`src/rtl/pmp_cfg_writer.sv`:
```
// ---------------------------------------------------------------------------
// pmp_cfg_writer
//
// Configuration-side programmer for the PMP/DMP checker. Takes one command at
// a time over a valid/ready request channel, validates it, turns a base/size
// region into the PMP NA4/NAPOT address encoding, and updates the per-entry
// PMP/DMP configuration or the current domain. A status is returned on a
// valid/ready response channel. All outputs are registers.
//
// Ports:
//   clk_i, rst_ni      clock, asynchronous active-low reset
//   req_valid_i/ready  command handshake
//   req_op_i           0 WRITE, 1 CLEAR, 2 SET_DOM, 3 reserved
//   req_idx_i          target entry
//   req_base_i         region base byte address
//   req_size_i         log2 of region size in bytes
//   req_access_i       R/W/X rights for WRITE
//   req_lock_i         lock the entry on WRITE
//   req_domain_i       entry domain (WRITE) or new current domain (SET_DOM)
//   rsp_valid_o/ready  response handshake
//   rsp_err_o          command rejected
//   rsp_code_o         0 OK, 1 LOCKED, 2 ALIGN/SIZE, 3 BAD_OP/IDX
//   conf_addr_o        encoded entry addresses
//   pmpconf_o          per-entry PMP configuration
//   dmpconf_o          per-entry DMP configuration
//   curdom_o           current domain
// ---------------------------------------------------------------------------
package riscv;
    typedef enum logic [1:0] {OFF = 2'b00, TOR = 2'b01, NA4 = 2'b10, NAPOT = 2'b11} pmp_addr_mode_t;

    typedef struct packed {
        logic x;
        logic w;
        logic r;
    } pmp_access_t;

    typedef struct packed {
        logic           locked;
        logic [1:0]     reserved;
        pmp_addr_mode_t addr_mode;
        pmp_access_t    access_type;
    } pmpcfg_t;

    typedef enum logic [1:0] {DOM0 = 2'd0, DOM1 = 2'd1, DOM2 = 2'd2, DOMI = 2'd3} dmp_domain_t;

    typedef struct packed {
        dmp_domain_t domain;
    } dmpcfg_t;
endpackage

module pmp_cfg_writer
    import riscv::*;
#(
    parameter int unsigned PLEN       = 56,
    parameter int unsigned PMP_LEN    = 54,
    parameter int unsigned NR_ENTRIES = 16,
    localparam int unsigned IDX_W     = (NR_ENTRIES > 1) ? $clog2(NR_ENTRIES) : 1
) (
    input  logic                                 clk_i,
    input  logic                                 rst_ni,
    input  logic                                 req_valid_i,
    output logic                                 req_ready_o,
    input  logic [1:0]                           req_op_i,
    input  logic [IDX_W-1:0]                     req_idx_i,
    input  logic [PLEN-1:0]                      req_base_i,
    input  logic [7:0]                           req_size_i,
    input  pmp_access_t                          req_access_i,
    input  logic                                 req_lock_i,
    input  dmp_domain_t                          req_domain_i,
    output logic                                 rsp_valid_o,
    input  logic                                 rsp_ready_i,
    output logic                                 rsp_err_o,
    output logic [1:0]                           rsp_code_o,
    output logic [NR_ENTRIES-1:0][PMP_LEN-1:0]   conf_addr_o,
    output pmpcfg_t [NR_ENTRIES-1:0]             pmpconf_o,
    output dmpcfg_t [NR_ENTRIES-1:0]             dmpconf_o,
    output dmp_domain_t                          curdom_o
);

    localparam logic [1:0] OP_WRITE   = 2'd0;
    localparam logic [1:0] OP_CLEAR   = 2'd1;
    localparam logic [1:0] OP_SET_DOM = 2'd2;
    localparam logic [1:0] OP_RSVD    = 2'd3;

    typedef enum logic [1:0] {IDLE, CHECK, COMMIT, RESP} state_t;

    state_t            state;
    logic [1:0]        op_q;
    logic [IDX_W-1:0]  idx_q;
    logic [PLEN-1:0]   base_q;
    logic [7:0]        size_q;
    pmp_access_t       access_q;
    logic              lock_q;
    dmp_domain_t       domain_q;
    logic [1:0]        code_q;

    logic                 idx_ok;
    logic                 locked_hit;
    logic                 size_bad;
    logic                 misaligned;
    logic [PLEN-1:0]      low_mask;
    logic [PMP_LEN-1:0]   napot_mask;
    logic [PMP_LEN-1:0]   enc_addr;
    pmp_addr_mode_t       enc_mode;
    logic [1:0]           code_next;

    // Validation and address encoding, derived only from the captured
    // command and the current entry state (never from the live req_* pins).
    always_comb begin
        idx_ok     = 32'(idx_q) < NR_ENTRIES;
        locked_hit = idx_ok && pmpconf_o[idx_q].locked;
        size_bad   = (size_q < 8'd2) || (32'(size_q) > PLEN);
        // Bits of base below 'size' must be zero; a shift past the width
        // yields an all-ones mask, which covers size == PLEN.
        low_mask   = ~({PLEN{1'b1}} << size_q);
        misaligned = |(base_q & low_mask);
        // NAPOT fills the (size-3) low bits of the word address with ones.
        napot_mask = ~({PMP_LEN{1'b1}} << (size_q - 8'd3));
        enc_addr   = base_q[PMP_LEN+1:2] | ((size_q >= 8'd3) ? napot_mask : '0);
        enc_mode   = (size_q == 8'd2) ? NA4 : NAPOT;

        code_next = 2'd0;
        if (op_q == OP_RSVD || !idx_ok) begin
            code_next = 2'd3;
        end else if ((op_q == OP_WRITE || op_q == OP_CLEAR) && locked_hit) begin
            code_next = 2'd1;
        end else if (op_q == OP_WRITE && (size_bad || misaligned)) begin
            code_next = 2'd2;
        end
    end

    // Command sequencer and configuration registers. The error path still
    // passes through COMMIT (without writing) so every response appears at
    // the same latency.
    always_ff @(posedge clk_i or negedge rst_ni) begin
        if (!rst_ni) begin
            state       <= IDLE;
            op_q        <= '0;
            idx_q       <= '0;
            base_q      <= '0;
            size_q      <= '0;
            access_q    <= '0;
            lock_q      <= 1'b0;
            domain_q    <= DOM0;
            code_q      <= '0;
            req_ready_o <= 1'b1;
            rsp_valid_o <= 1'b0;
            rsp_err_o   <= 1'b0;
            rsp_code_o  <= '0;
            conf_addr_o <= '0;
            pmpconf_o   <= '0;
            dmpconf_o   <= '0;
            curdom_o    <= DOM0;
        end else begin
            case (state)
                IDLE: begin
                    if (req_valid_i) begin
                        op_q        <= req_op_i;
                        idx_q       <= req_idx_i;
                        base_q      <= req_base_i;
                        size_q      <= req_size_i;
                        access_q    <= req_access_i;
                        lock_q      <= req_lock_i;
                        domain_q    <= req_domain_i;
                        req_ready_o <= 1'b0;
                        state       <= CHECK;
                    end
                end
                CHECK: begin
                    code_q <= code_next;
                    state  <= COMMIT;
                end
                COMMIT: begin
                    if (code_q == 2'd0) begin
                        case (op_q)
                            OP_WRITE: begin
                                conf_addr_o[idx_q]             <= enc_addr;
                                pmpconf_o[idx_q].locked        <= lock_q;
                                pmpconf_o[idx_q].reserved      <= 2'b00;
                                pmpconf_o[idx_q].addr_mode     <= enc_mode;
                                pmpconf_o[idx_q].access_type   <= access_q;
                                dmpconf_o[idx_q].domain        <= domain_q;
                            end
                            OP_CLEAR: begin
                                // Entry is known unlocked here, so the
                                // whole pmpcfg byte goes to zero.
                                conf_addr_o[idx_q] <= '0;
                                pmpconf_o[idx_q]   <= '0;
                            end
                            OP_SET_DOM: begin
                                curdom_o <= domain_q;
                            end
                            default: begin
                            end
                        endcase
                    end
                    rsp_valid_o <= 1'b1;
                    rsp_err_o   <= (code_q != 2'd0);
                    rsp_code_o  <= code_q;
                    state       <= RESP;
                end
                RESP: begin
                    if (rsp_ready_i) begin
                        rsp_valid_o <= 1'b0;
                        req_ready_o <= 1'b1;
                        state       <= IDLE;
                    end
                end
                default: state <= IDLE;
            endcase
        end
    end

endmodule

```
`config.mk`:
```
export PLATFORM = sky130hd
export DESIGN_NAME = pmp_cfg_writer
export DESIGN_NICKNAME = d
export VERILOG_FILES = /design/src/rtl/pmp_cfg_writer.sv
export SDC_FILE = /design/constraint.sdc
export NUM_CORES = 2
export LEC_CHECK = 0
export BUFFER_PORTS_ARGS = -buffer_cell sky130_fd_sc_hd__buf_2
export CAP_MARGIN = 5
export CORE_AREA = 5 5 426 428
export CTS_BUF_LIST = sky130_fd_sc_hd__clkbuf_4 sky130_fd_sc_hd__clkbuf_8
export DETAILED_ROUTE_END_ITERATION = 8
export DIE_AREA = 0 0 431 433
export GPL_TIMING_DRIVEN = 0
export SLEW_MARGIN = 0
export SYNTH_ARGS = -nofsm -noshare
export SYNTH_HDL_FRONTEND = slang
export SYNTH_SLANG_ARGS = --single-unit
```
`constraint.sdc`:
```
create_clock -name clk_i -period 2.9 [get_ports clk_i]
set_clock_uncertainty 0.1 [all_clocks]
set_input_delay 0.58 -clock clk_i [delete_from_list [all_inputs] [get_ports clk_i]]
set_output_delay 0.58 -clock clk_i [all_outputs]
set_load 0.05 [all_outputs]
```
==> impl_results.md <==
* Worst-margin pin slew at 1.10 ns
* Leading cell type in the layout, fill and taps excluded: sky130_fd_sc_hd__buf_2
* Final HPWL DP at 190000 µm
* Leakage at 31.9 nW
* Setup Crit Path Kind: reg -> reg
* Peak supply drop at 0.732 mV
* Total grt overflow at 0
* Reg power frac at 26.4%
* Final Setup Violations at 342
* Violations in the final reports: negative setup slack
* Maximum number of pins on one net before global-route repair at 168
* Total track usage at 25.7%
* Non-filler instance count after layout at between 8000 and 9000
* Number of port buffers at between 1000 and 1500
* Cell family contributing the most delay on the critical path: simple AND/OR/NAND/NOR gates
* H-tree Lvls at 4
* Tightest slew margin relative to the limit at around a quarter
* Arrival time worst endpoint at 3.91 ns
* Synth cell types at 87
* Total CTS buffers at approximately 190
* Synth Cell Area at between 0.04 and 0.05 mm²
* GRT met2 Usage at 41.8%
* Vias in the first global route at 38800
* GRT Max-Usage Layer: met2
* Area of the core region at 0.177 mm²
* Share of Yosys cell area claimed by the top area cell type at between 60% and 70%
* Initial core utilization at a little under a quarter
* Peak per-stage delay on the critical path at around 0.66 ns
* Ys flop type: sky130_fd_sc_hd__dfrtp_1
* Total iterations of the first detailed-routing run at 5
* Vias at 40000
* Peak fanout along the critical path at 8
* Required time at the worst-slack endpoint at 3.65 ns
* ANT nets after route at 0
* Synthesis Warnings at 0
* Source-to-sink clock delay at the later pin of the worst-skew pair at 0.99 ns
* Pwr Density at 1480 mW/mm²
* Placer congestion estimate at between 0.9 and 1
* Instance count after placement with tap cells included at 7395
* Fraction of power spent switching nets at 52.2%
* Number of synthesized flops with an enable pin at 0
* Max-cap violations at 0
* CTS Root Buffer Type: sky130_fd_sc_hd__clkbuf_8
* Commonest non-fill, non-tap cells in the layout: sky130_fd_sc_hd__buf_2 (1126), sky130_fd_sc_hd__dfrtp_1 (1106), sky130_fd_sc_hd__nand2_1 (908)
* Worst min-delay path category: in -> async
* Initial antenna violation count at 28
* Crit path launch type: register
* Global-route wire length before repair at 330000 µm
* Async set-or-reset flop fraction in the synthesized netlist at 100%
* Vias/cell at 4.97
* Hold slack final at 0.157 ns
* Top-level port count at ~1100
* Switching power total at 0.0484 W
* Portion of the post-synthesis area used by sequential elements at 65.5%
* Outcome: finished, violations left
* Total cell area at the placement stage at around 0.052 mm²
* Vertical die dimension at 433 µm
* Post-synth top area cell: sky130_fd_sc_hd__dfrtp_1
* Mean area per synthesized cell at 10.9 µm²
* Cell-by-cell trace of the critical path: ha_4 -> xnor2_2 -> nand2_2 -> nand3_1 -> a211oi_4 -> or3_4 -> clkbuf_16 -> o21ai_2
* Synthesized net count at slightly below 4000
* Period minus WS final at 3.16 ns
* Internal at 0.0444 W
* Number of hold-slack violations in the final timing report at 0
* Most area-consuming cells after synthesis: sky130_fd_sc_hd__dfrtp_1 (65%), sky130_fd_sc_hd__o21ai_0 (10%), sky130_fd_sc_hd__nand2_1 (8.2%)
* RSZ-0062 raised after global routing: yes
* Fillers at 17900
* Startpoint of the lowest-slack register-to-register path: size_q[1]
* Max clock buf depth at 3
* Met1 track utilization from global routing at 30.8%
* Combinational share of power at a little under three fifths
* Post-route design area at 0.0629 mm²
* Register bit count reported by yosys at 1111
* Fraction of layout instances using a drive strength above 1 at about 44%
* Synth Instances at a little under 4000
* Synth-to-Final Area Change at 48.3%
* Critical Path Start: size_q[1]
* Final net count at 5612
* Number of rows created at floorplan at around 160
* DRT iter0 DRCs at around 3900
* Clock tree from TritonCTS: built
* Routed length per instance at around 31 µm
* Endpoint kind of the worst setup timing path: register
* Residual DRC at 0
* Max-slew violation count at 0
* Critical-path top delay cell: sky130_fd_sc_hd__xnor2_2
* Die footprint at ~0.19 mm²
* Met3 Track Usage GR at 6.59%
* Achievable frequency at 316 MHz
* Number of sinks handled by clock tree synthesis at 1111
* Share of total power in the clock network at about 17%
* WP buf/inv at 1
* Post-route worst setup slack at -0.263 ns
* Fraction of the cycle the final worst path needs at 109%
* WL final at 253000 µm
* Clk pin slew, worst setup/hold paths at 0.06 ns
* Die width at about 430 µm
metrics by stage:
step / setup slack, ns / TNS [ns] / total power (W) / utilization (%)
floorplan: 0.0611 / 0 / 0.0481 / -
global placement: -23.27 / - / 0.0647 / 28.7
detailed placement: -2.75 / -1625.69 / 0.0657 / 29.2
CTS: -0.228 / -28.94 / 0.0881 / 34.1
global route: -0.288 / -58.86 / 0.0957 / 35.4
finish: -0.263 / -34.29 / 0.0928 / 35.4
cells by family after synthesis:
kind of cell | count (synthesis) | synth area share [%]
AND/OR/NAND/NOR | 1147 | 11.1
buffers and inverters | 327 | 3.10
AO/OA/AOI/OAI | 1104 | 14.7
adder cells (fa/ha/maj) | 9 | 0.248
flip-flops | 1111 | 65.5
multiplexers | 188 | 5.12
XOR/XNOR | 6 | 0.142
registers in the layout, summed over array words and instances, names as in the netlist, 2 cells and up:
name,cells
idx_q,4
domain_q,2
code_q,2
base_q,56
op_q,2
state,2
dmpconf_o,32
pmpconf_o,128
conf_addr_o,864
access_q,3
size_q,8
rsp_code_o,2
curdom_o,2
cells in the mapped netlist, drive strengths merged, types with 3 or more instances:
library cell	number
buf	46
a311oi	5
o221ai	3
dfrtp	1110
nand3	41
o22ai	3
a221oi	5
nor4	9
ha	6
maj3	3
o21ai	874
nand2b	13
a2bb2oi	4
or4	4
xnor2	4
a31oi	6
or3	6
o31ai	8
or2	16
inv	11
a21o	7
a2111oi	17
a21oi	69
o21a	7
and3	3
nand4	6
nor2	59
and2	36
nor3	14
o211ai	13
mux4	5
mux2	181
a211oi	9
a22oi	5
o2111ai	9
clkbuf	269
nor2b	5
nand3b	3
a22o	35
nand2	925
a21boi	8
o31a	3
what timing repair did:
| item | CTS | global route |
|---|---|---|
| gates cloned | 4 | 10 |
| endpoints found under the hold margin | 190 | 0 |
| pin swaps | 81 | 111 |
| resized for setup | 609 | 696 |
| buffers inserted | 132 | 84 |
| endpoints found under the setup margin | 1035 | 908 |
| hold buffers | 79 | 0 |
per-layer routing:
layer / vias to the layer above / share of wire (%)
met3: 594 / 8.5
met5: - / 0.019
met2: 2343 / 47
li1: 16600 / -
met4: 8 / 7.1
met1: 20400 / 38
layout make-up:
class	instances	area, µm²	share of cell area (%)
Inverter	12	46.3	0.0736
Tap cell	2355	2950	4.68
Buffer	306	2690	4.27
Multi-Input combinational cell	2454	15500	24.6
Clock inverter	48	586	0.931
Timing Repair Buffer	1450	9590	15.3
Sequential cell	1111	27800	44.2
Antenna cell	17	42.5	0.0676
Clock buffer	296	3710	5.90
final timing paths:
check | endpoint | slack [ns] | cells after the start
worst min register to register | conf_addr_o[451] | 0.37 | 2
min in group clk_i | base_q[44] | 0.26 | 3
worst max-delay path | conf_addr_o[507] | -0.26 | 8
worst max register to register | conf_addr_o[507] | -0.26 | 8
max in group asynchronous | conf_addr_o[719] | 0.40 | 4
worst min-delay path | conf_addr_o[320] | 0.16 | 2
power groups by stage:
| stage | combinational, W | sequential (W) | clock (W) |
|---|---|---|---|
| floorplan | 0.00962 | 0.0385 | 0 |
| global placement | 0.0405 | 0.0242 | 0 |
| detailed placement | 0.0413 | 0.0243 | 0 |
| CTS | 0.0475 | 0.0243 | 0.0163 |
| global route | 0.0538 | 0.0249 | 0.0170 |
| finish | 0.0522 | 0.0245 | 0.0161 |
Note: power is estimated with default switching activity, not from simulation.
